`src/rtl/addsub_seq.sv`:
```
// addsub_seq: operand/result controller wrapped around a 3-bit adder/subtractor.
// Ports: in_* accept handshake, au_* adder drive/return, out_* result handshake + flags.
module addsub_seq #(
   parameter int unsigned SETTLE = 2
) (
   input  logic       clk,
   input  logic       rst_n,
   input  logic       in_valid,
   output logic       in_ready,
   input  logic [2:0] in_a,
   input  logic [2:0] in_b,
   input  logic       in_sub,
   output logic [2:0] au_a,
   output logic [2:0] au_b,
   output logic       au_s,
   input  logic [2:0] au_sum,
   input  logic       au_carry,
   output logic       out_valid,
   input  logic       out_ready,
   output logic [2:0] out_sum,
   output logic       out_carry,
   output logic       out_ovf,
   output logic       out_zero,
   output logic       out_err
);

   localparam logic [1:0] ST_IDLE = 2'd0;
   localparam logic [1:0] ST_WAIT = 2'd1;
   localparam logic [1:0] ST_HOLD = 2'd2;

   localparam logic [3:0] CNT_INIT = 4'(SETTLE - 1);

   generate
      if (SETTLE < 1 || SETTLE > 15) begin : g_bad_settle
         $error("addsub_seq: SETTLE must be in 1..15");
      end
   endgenerate

   logic [1:0] state_q, state_d;
   logic [3:0] cnt_q, cnt_d;
   logic [2:0] a_q, a_d;
   logic [2:0] b_q, b_d;
   logic       sub_q, sub_d;
   logic       valid_q, valid_d;
   logic [2:0] sum_q, sum_d;
   logic       carry_q, carry_d;
   logic       ovf_q, ovf_d;
   logic       zero_q, zero_d;
   logic       err_q, err_d;

   logic [2:0] beff;
   logic [3:0] ref_res;

   // Reference result built from the registered operands, so it always
   // matches what is currently driven onto the adder.
   always_comb begin
      beff    = sub_q ? ~b_q : b_q;
      ref_res = {1'b0, a_q} + {1'b0, beff} + {3'b000, sub_q};
   end

   always_comb begin
      state_d = state_q;
      cnt_d   = cnt_q;
      a_d     = a_q;
      b_d     = b_q;
      sub_d   = sub_q;
      valid_d = valid_q;
      sum_d   = sum_q;
      carry_d = carry_q;
      ovf_d   = ovf_q;
      zero_d  = zero_q;
      err_d   = err_q;
      case (state_q)
         ST_IDLE: begin
            if (in_valid) begin
               a_d     = in_a;
               b_d     = in_b;
               sub_d   = in_sub;
               cnt_d   = CNT_INIT;
               state_d = ST_WAIT;
            end
         end
         ST_WAIT: begin
            if (cnt_q == 4'd0) begin
               sum_d   = au_sum;
               carry_d = au_carry;
               ovf_d   = (a_q[2] == beff[2]) && (au_sum[2] != a_q[2]);
               zero_d  = (au_sum == 3'b000);
               if ({au_carry, au_sum} != ref_res) begin
                  err_d = 1'b1;
               end
               valid_d = 1'b1;
               state_d = ST_HOLD;
            end else begin
               cnt_d = cnt_q - 4'd1;
            end
         end
         ST_HOLD: begin
            if (out_ready) begin
               valid_d = 1'b0;
               state_d = ST_IDLE;
            end
         end
         default: begin
            valid_d = 1'b0;
            state_d = ST_IDLE;
         end
      endcase
   end

   always_ff @(posedge clk or negedge rst_n) begin
      if (!rst_n) begin
         state_q <= ST_IDLE;
         cnt_q   <= 4'd0;
         a_q     <= 3'd0;
         b_q     <= 3'd0;
         sub_q   <= 1'b0;
         valid_q <= 1'b0;
         sum_q   <= 3'd0;
         carry_q <= 1'b0;
         ovf_q   <= 1'b0;
         zero_q  <= 1'b0;
         err_q   <= 1'b0;
      end else begin
         state_q <= state_d;
         cnt_q   <= cnt_d;
         a_q     <= a_d;
         b_q     <= b_d;
         sub_q   <= sub_d;
         valid_q <= valid_d;
         sum_q   <= sum_d;
         carry_q <= carry_d;
         ovf_q   <= ovf_d;
         zero_q  <= zero_d;
         err_q   <= err_d;
      end
   end

   assign in_ready  = (state_q == ST_IDLE);
   assign au_a      = a_q;
   assign au_b      = b_q;
   assign au_s      = sub_q;
   assign out_valid = valid_q;
   assign out_sum   = sum_q;
   assign out_carry = carry_q;
   assign out_ovf   = ovf_q;
   assign out_zero  = zero_q;
   assign out_err   = err_q;

endmodule

```
`config.mk`:
```
export PLATFORM = sky130hd
export DESIGN_NAME = addsub_seq
export DESIGN_NICKNAME = d
export VERILOG_FILES = /design/src/rtl/addsub_seq.sv
export SDC_FILE = /design/constraint.sdc
export NUM_CORES = 1
export LEC_CHECK = 0
export ABC_AREA = 0
export CAP_MARGIN = 0
export CORE_MARGIN = 8
export CORE_UTILIZATION = 43
export CTS_BUF_LIST = sky130_fd_sc_hd__clkbuf_4 sky130_fd_sc_hd__clkbuf_8
export CTS_CLUSTER_DIAMETER = 100
export DETAILED_ROUTE_END_ITERATION = 8
export PLACE_DENSITY = 0.75
export SYNTH_ARGS = -nofsm -noshare
export SYNTH_HDL_FRONTEND = slang
export SYNTH_SLANG_ARGS = --single-unit
```
`constraint.sdc`:
```
create_clock -name clk -period 1.8 [get_ports clk]
set_clock_uncertainty 0.05 [all_clocks]
set_input_delay 0.27 -clock clk [delete_from_list [all_inputs] [get_ports clk]]
set_output_delay 0.27 -clock clk [all_outputs]
set_load 0.05 [all_outputs]
```
Yosys cells after proc, flatten, opt, wreduce, memory -nomap -nowiden
Index checks and enable logic that the tools add are counted.
{"block": "word_totals", "reg_bits": 21, "latchBits": 0, "mem_bits_rw": 0, "romBits": 0, "output_inout_bits": 16, "word_cells": 47, "n_memories": 0}
{"block": "classes", "addsub": 3, "mul": 0, "div_mod_pow": 0, "n_lt_le_gt_ge": 0, "eq_ne": 9, "n_shift": 0, "muxes": 11, "n_bitwise": 2, "reduce_logical": 11}
{"op": "AND reduction 3 bit", "count": 4}
{"op": "two-way mux 4 bit", "count": 2}
{"op": "inequality test 2 bit, second input constant", "count": 4}
{"op": "one-hot mux 4 bit (2 select lines)", "count": 1}
{"op": "two-way mux 2 bit", "count": 3}
{"op": "one-hot mux 2 bit (3 select lines)", "count": 1}
{"op": "adder 3 x 3 -> 4 bit", "count": 1}
{"op": "adder 4 x 1 -> 4 bit", "count": 1}
{"op": "logical NOT 4 bit", "count": 1}
{"op": "inequality test 4 bit", "count": 1}
{"op": "AND reduction 2 bit", "count": 2}
{"op": "subtractor 4 x 1 -> 4 bit, second input constant", "count": 1}
{"op": "logical NOT 3 bit", "count": 1}
{"op": "two-way mux 3 bit", "count": 1}
{"op": "NOT 3 bit", "count": 1}
{"op": "one-hot mux 1 bit (3 select lines)", "count": 1}
{"op": "== test 2 x 1 -> 1 bit, second input constant", "count": 1}
{"op": "== test 2 bit, second input constant", "count": 1}
{"op": "logical NOT 2 bit", "count": 1}
{"op": "two-way mux 1 bit", "count": 2}
{"op": "nonzero test 2 bit", "count": 1}
{"op": "== test 1 bit", "count": 1}
{"op": "logical AND 1 bit", "count": 1}
{"op": "inequality test 1 bit", "count": 1}
{"op": "NOT 1 bit", "count": 1}

Longest topological paths before layout
{"block": "depth", "word_depth": 6, "mapped_depth": 6, "ltp_nobuf": 6}

Least setup slack after synthesis
OpenSTA, ideal clock, no wires.
{"block": "synth_path", "kind": "register to register", "startpoint": "register b_q[0], in the netlist au_b[0]", "endpoint": "register err_q, in the netlist out_err", "setup_ns": 0.134, "arrival_ns": 1.923, "t_required_ns": 1.616, "setup_slack_ns": -0.306, "path_stages_with_launch": 6, "period_less_slack_ns": 2.106, "cell_sequence": "dfrtp_1 mux2_2 fa_1 xor2_1 nor3_1 a32oi_1"}
{"block": "synth_between", "elab_chain_len": 6}
{"element": "start, declared", "line": "42", "rtl": "logic [2:0] b_q, b_d;"}
{"element": "start signal, assigned", "line": "116", "rtl": "b_q <= 3'd0;"}
{"element": "start signal, assigned", "line": "128", "rtl": "b_q <= b_d;"}
{"element": "NOT 3 bit", "line": "57", "rtl": "beff = sub_q ? ~b_q : b_q;"}
{"element": "two-way mux 3 bit (*)", "line": "57"}
{"element": "adder 3 x 3 -> 4 bit (*)", "line": "58", "rtl": "ref_res = {1'b0, a_q} + {1'b0, beff} + {3'b000, sub_q};"}
{"element": "adder 4 x 1 -> 4 bit (*)", "line": "58"}
{"element": "inequality test 4 bit (*)", "line": "89", "rtl": "if ({au_carry, au_sum} != ref_res) begin"}
{"element": "AND reduction 3 bit (no source line) (*)"}
{"element": "end signal, assigned", "line": "135", "rtl": "err_q <= err_d;"}
{"element": "end, declared", "line": "49", "rtl": "logic err_q, err_d;"}
Mark *: on every way between the ends. The rest lies on a longest branch, timed or not.
A chain may end at the register's enable or synchronous reset.

Worst setup path in the final report
{"block": "layout_path", "startpoint": "register sub_q, in the netlist au_s", "endpoint": "register err_q, in the netlist out_err"}
{"block": "layout_between", "elab_chain_len": 5}
{"element": "start, declared", "line": "43", "rtl": "logic sub_q, sub_d;"}
{"element": "start signal, assigned", "line": "129", "rtl": "sub_q <= sub_d;"}
{"element": "two-way mux 3 bit", "line": "57"}
{"element": "adder 3 x 3 -> 4 bit", "line": "58"}
{"element": "adder 4 x 1 -> 4 bit (*)", "line": "58"}
{"element": "inequality test 4 bit (*)", "line": "89"}
{"element": "AND reduction 3 bit (no source line) (*)"}
Marked as above.

==> summary.md <==
| Metric | Value |
|---|---|
| Outcome | finished, violations left |
| Violations in the final reports | negative setup slack |
| Post-synthesis async set-or-reset flop share | 100% |
| Final routed wirelength across all metal layers | 2.29 mm |
| Simple-gate area share of the yosys netlist | 10.5% |
| Area growth, synth to finish | 38.8% |
| Filler Cells Inserted | 191 |
| Grt ovf | 0 |
| Setup repair after global routing missed its margin | yes |
| Top cell type by total area after synthesis | sky130_fd_sc_hd__dfrtp_1 |
| Fin. max-slew vios | 0 |
| Portion of netlist area occupied by mux cells | 12.8% |
| TritonCTS clock tree | built |
| All-layer global routing usage | 10.7% |
| Crit Path Max Fanout | 5 |
| # nets final | 149 |
| Worst slew pin tran | 0.281 ns |
| Clk sink count | 21 |
| Core Region | 2390 um2 |
| Vias in the first global route | 820 |
| Number of input and output port buffers inserted | 30 |
| Post-layout instance count excluding filler cells | 157 |
| Synth Area in XOR/XNOR | 9.14% |
| Final hold vios | 0 |
| Area taken by multi-input logic gates | 529 um2 |
| Top Ports | 31 |
| Synth top area cells | sky130_fd_sc_hd__dfrtp_1 (50%), sky130_fd_sc_hd__mux2_2 (13%), sky130_fd_sc_hd__ha_1 (5.9%), sky130_fd_sc_hd__xor2_1 (5.8%), sky130_fd_sc_hd__xnor2_1 (3.3%) |
| Final setup violation count | 1 |
| Diode count | 0 |
| Total number of H-tree levels | 1 |
| Die footprint | 4290 um2 |
| Number of search-and-repair iterations in the first detailed-routing pass | 4 |
| Min Tclk post-route | 1.88 ns |
| Post-DRT Antenna Nets | 0 |
| Cell area after synthesis | 1050 um2 |
| Synthesized net count | 109 |
| Cell depth of the worst flop-to-flop path | 5 |
| Classification of the worst-slack hold path | input port to async pin |
| Gate count of the mapped netlist | 88 |
| Post-route fraction of the period consumed by the critical path | 104% |
| Cell count after placement | 152 |
| Fraction of post-synthesis cell area in the top cell type by area | 49.9% |
| DRC viols | 0 |
| DR iter-0 viols | 12 |
| Type of the worst setup path | register to register |
| Total number of vias | 788 |
| Commonest cells post-synth | sky130_fd_sc_hd__dfrtp_1 (21), sky130_fd_sc_hd__mux2_2 (12), sky130_fd_sc_hd__xor2_1 (7) |
| Initial antenna violation count | 0 |
| Max-Slew Margin vs Limit | 81.0% |
| Flop2flop setup slack | -0.08 ns |
| Source-to-sink clock delay at the later pin of the worst-skew pair | 0.30 ns |
| Number of distinct library cell variants in the gate-level netlist after synthesis | 26 |
| Number of flops mapped to enable cells by yosys | 0 |
| Share of synthesized cell area in full adder, half adder and majority cells | 7.84% |
| Per-instance average area after synthesis | 12.0 um2 |
| Number of buffers on the longest clock path | 2 |
| Average wire length per cell after detail routing | 14.6 um |
| Fraction of final layout cells sized beyond drive strength 1 | 39.4% |
| GPL Wtd Cong | 0.783 |
| First-pass GRT wire length | 3.62 mm |
| Reg clk slew, reported paths | 0.11 ns |
| Number of rows created at floorplan | 18 |
| Number of buffers inserted during clock tree synthesis | 3 |
| Height of the die | 65.5 um |
| # Max-Cap Violations | 0 |
| CP startpoint kind | register |
| Number of synthesized register bits | 21 |
| Starting Density | 44.1% |
| Setup ws final | -0.0775 ns |
| Nature of the critical path endpoint | register |
| Register area | 532 um2 |
| Predominant post-synthesis flop cell | sky130_fd_sc_hd__dfrtp_1 |
| Count leader, synth | sky130_fd_sc_hd__dfrtp_1 |
| Fraction of the yosys area taken by sequential cells | 49.9% |
| Yosys synthesis warning count | 0 |
| Die width | 65.5 um |
| Dpl cell area | 1410 um2 |
| CTS root buffer | sky130_fd_sc_hd__clkbuf_4 |
| Number of vias per cell after detailed routing | 5.02 |
| Worst Path Required | 1.93 ns |
| Maximum number of pins on one net before global-route repair | 22 |
| Highest attainable clock frequency | 533 MHz |
| Final standard cell area without fillers | 1460 um2 |
| Main combinational cell family by area after synthesis | multiplexers |
| Compound-cell area share of the yosys netlist | 7.60% |
| Arrival time at the worst endpoint | 2.00 ns |
state kept, by name (all words and copies together), names as in the netlist:
register,cells
state_q,2
out_carry,1
out_ovf,1
out_zero,1
au_a,3
out_valid,1
au_b,3
out_sum,3
au_s,1
out_err,1
cnt_q,4
worst paths after layout:
| path | start | end |
|---|---|---|
| worst max-delay path | au_s | out_err |
| worst min-delay path | rst_n | out_ovf |
| worst max register to register | au_s | out_err |
| worst min register to register | out_ovf | out_ovf |
| max in group asynchronous | rst_n | au_s |
| min in group clk | out_ovf | out_ovf |
cell type report:
cell class	instances	area share [%]
tap	30	2.57
timing repair buffer	37	22.2
clock inverter	1	0.342
inverter	3	0.770
multi-input combinational	62	36.2
clock buffer	3	1.54
sequential	21	36.4
through the flow:
step / setup slack, ns / setup TNS, ns / hold slack [ns] / utilization [%]
floorplan: -0.0720 / -0.0720 / -0.0756 / -
global placement: 0.0748 / 0 / 0.412 / 58.9
detailed placement: -0.0191 / -0.0191 / 0.426 / 58.9
CTS: -0.0446 / -0.0446 / 0.238 / 60.1
global route: -0.109 / -0.109 / 0.269 / 61.3
finish: -0.0775 / -0.0775 / 0.244 / 61.3
critical path, stage by stage (launching register included):
cell	delay (ns)
sky130_fd_sc_hd__dfrtp_2	0.48
sky130_fd_sc_hd__mux2_4	0.31
sky130_fd_sc_hd__fa_1	0.45
sky130_fd_sc_hd__xor2_1	0.17
sky130_fd_sc_hd__nor3_1	0.17
sky130_fd_sc_hd__a32oi_1	0.13
cells by family (layout without fill, tap and decap cells):
kind of cell             count (synthesis)  in the layout
flip-flops                              21             21
AND/OR/NAND/NOR                         21             21
AO/OA/AOI/OAI                           12             12
multiplexers                            12             12
XOR/XNOR                                11             11
adder cells (fa/ha/maj)                  6              6
buffers and inverters                    5             44
placed cells by master, fill, tap and decap left out, drive strengths merged, types with 2 or more instances in the layout:
master and count:
ha 5, mux2 12, dfrtp 21, inv 3
nand2 3, xnor2 4, buf 23, o21ai 2
nand2b 2, a21oi 3, nor3 3, xor2 7
nor2 6, nand3 3, a21o 2, clkbuf 3
clkdlybuf4s50 14
what timing repair did:
item                                    CTS  global route
buffers inserted                          0             1
hold buffers                              0             0
pin swaps                                 0             1
endpoints found under the setup margin    1             2
gates resized for setup                   0             3
endpoints found under the hold margin     0             0
per-layer routing:
metal	part of all wire, %	vias to the layer above	GRT usage [%]
met1	40	383	11.5
met5	0	-	0
met3	5.8	2	1.87
met2	53	24	18.9
met4	0.61	0	7.08
li1	-	379	-
Power is not shown: default switching activity piles up to over one toggle a cycle in this logic, so the estimate is an artifact.
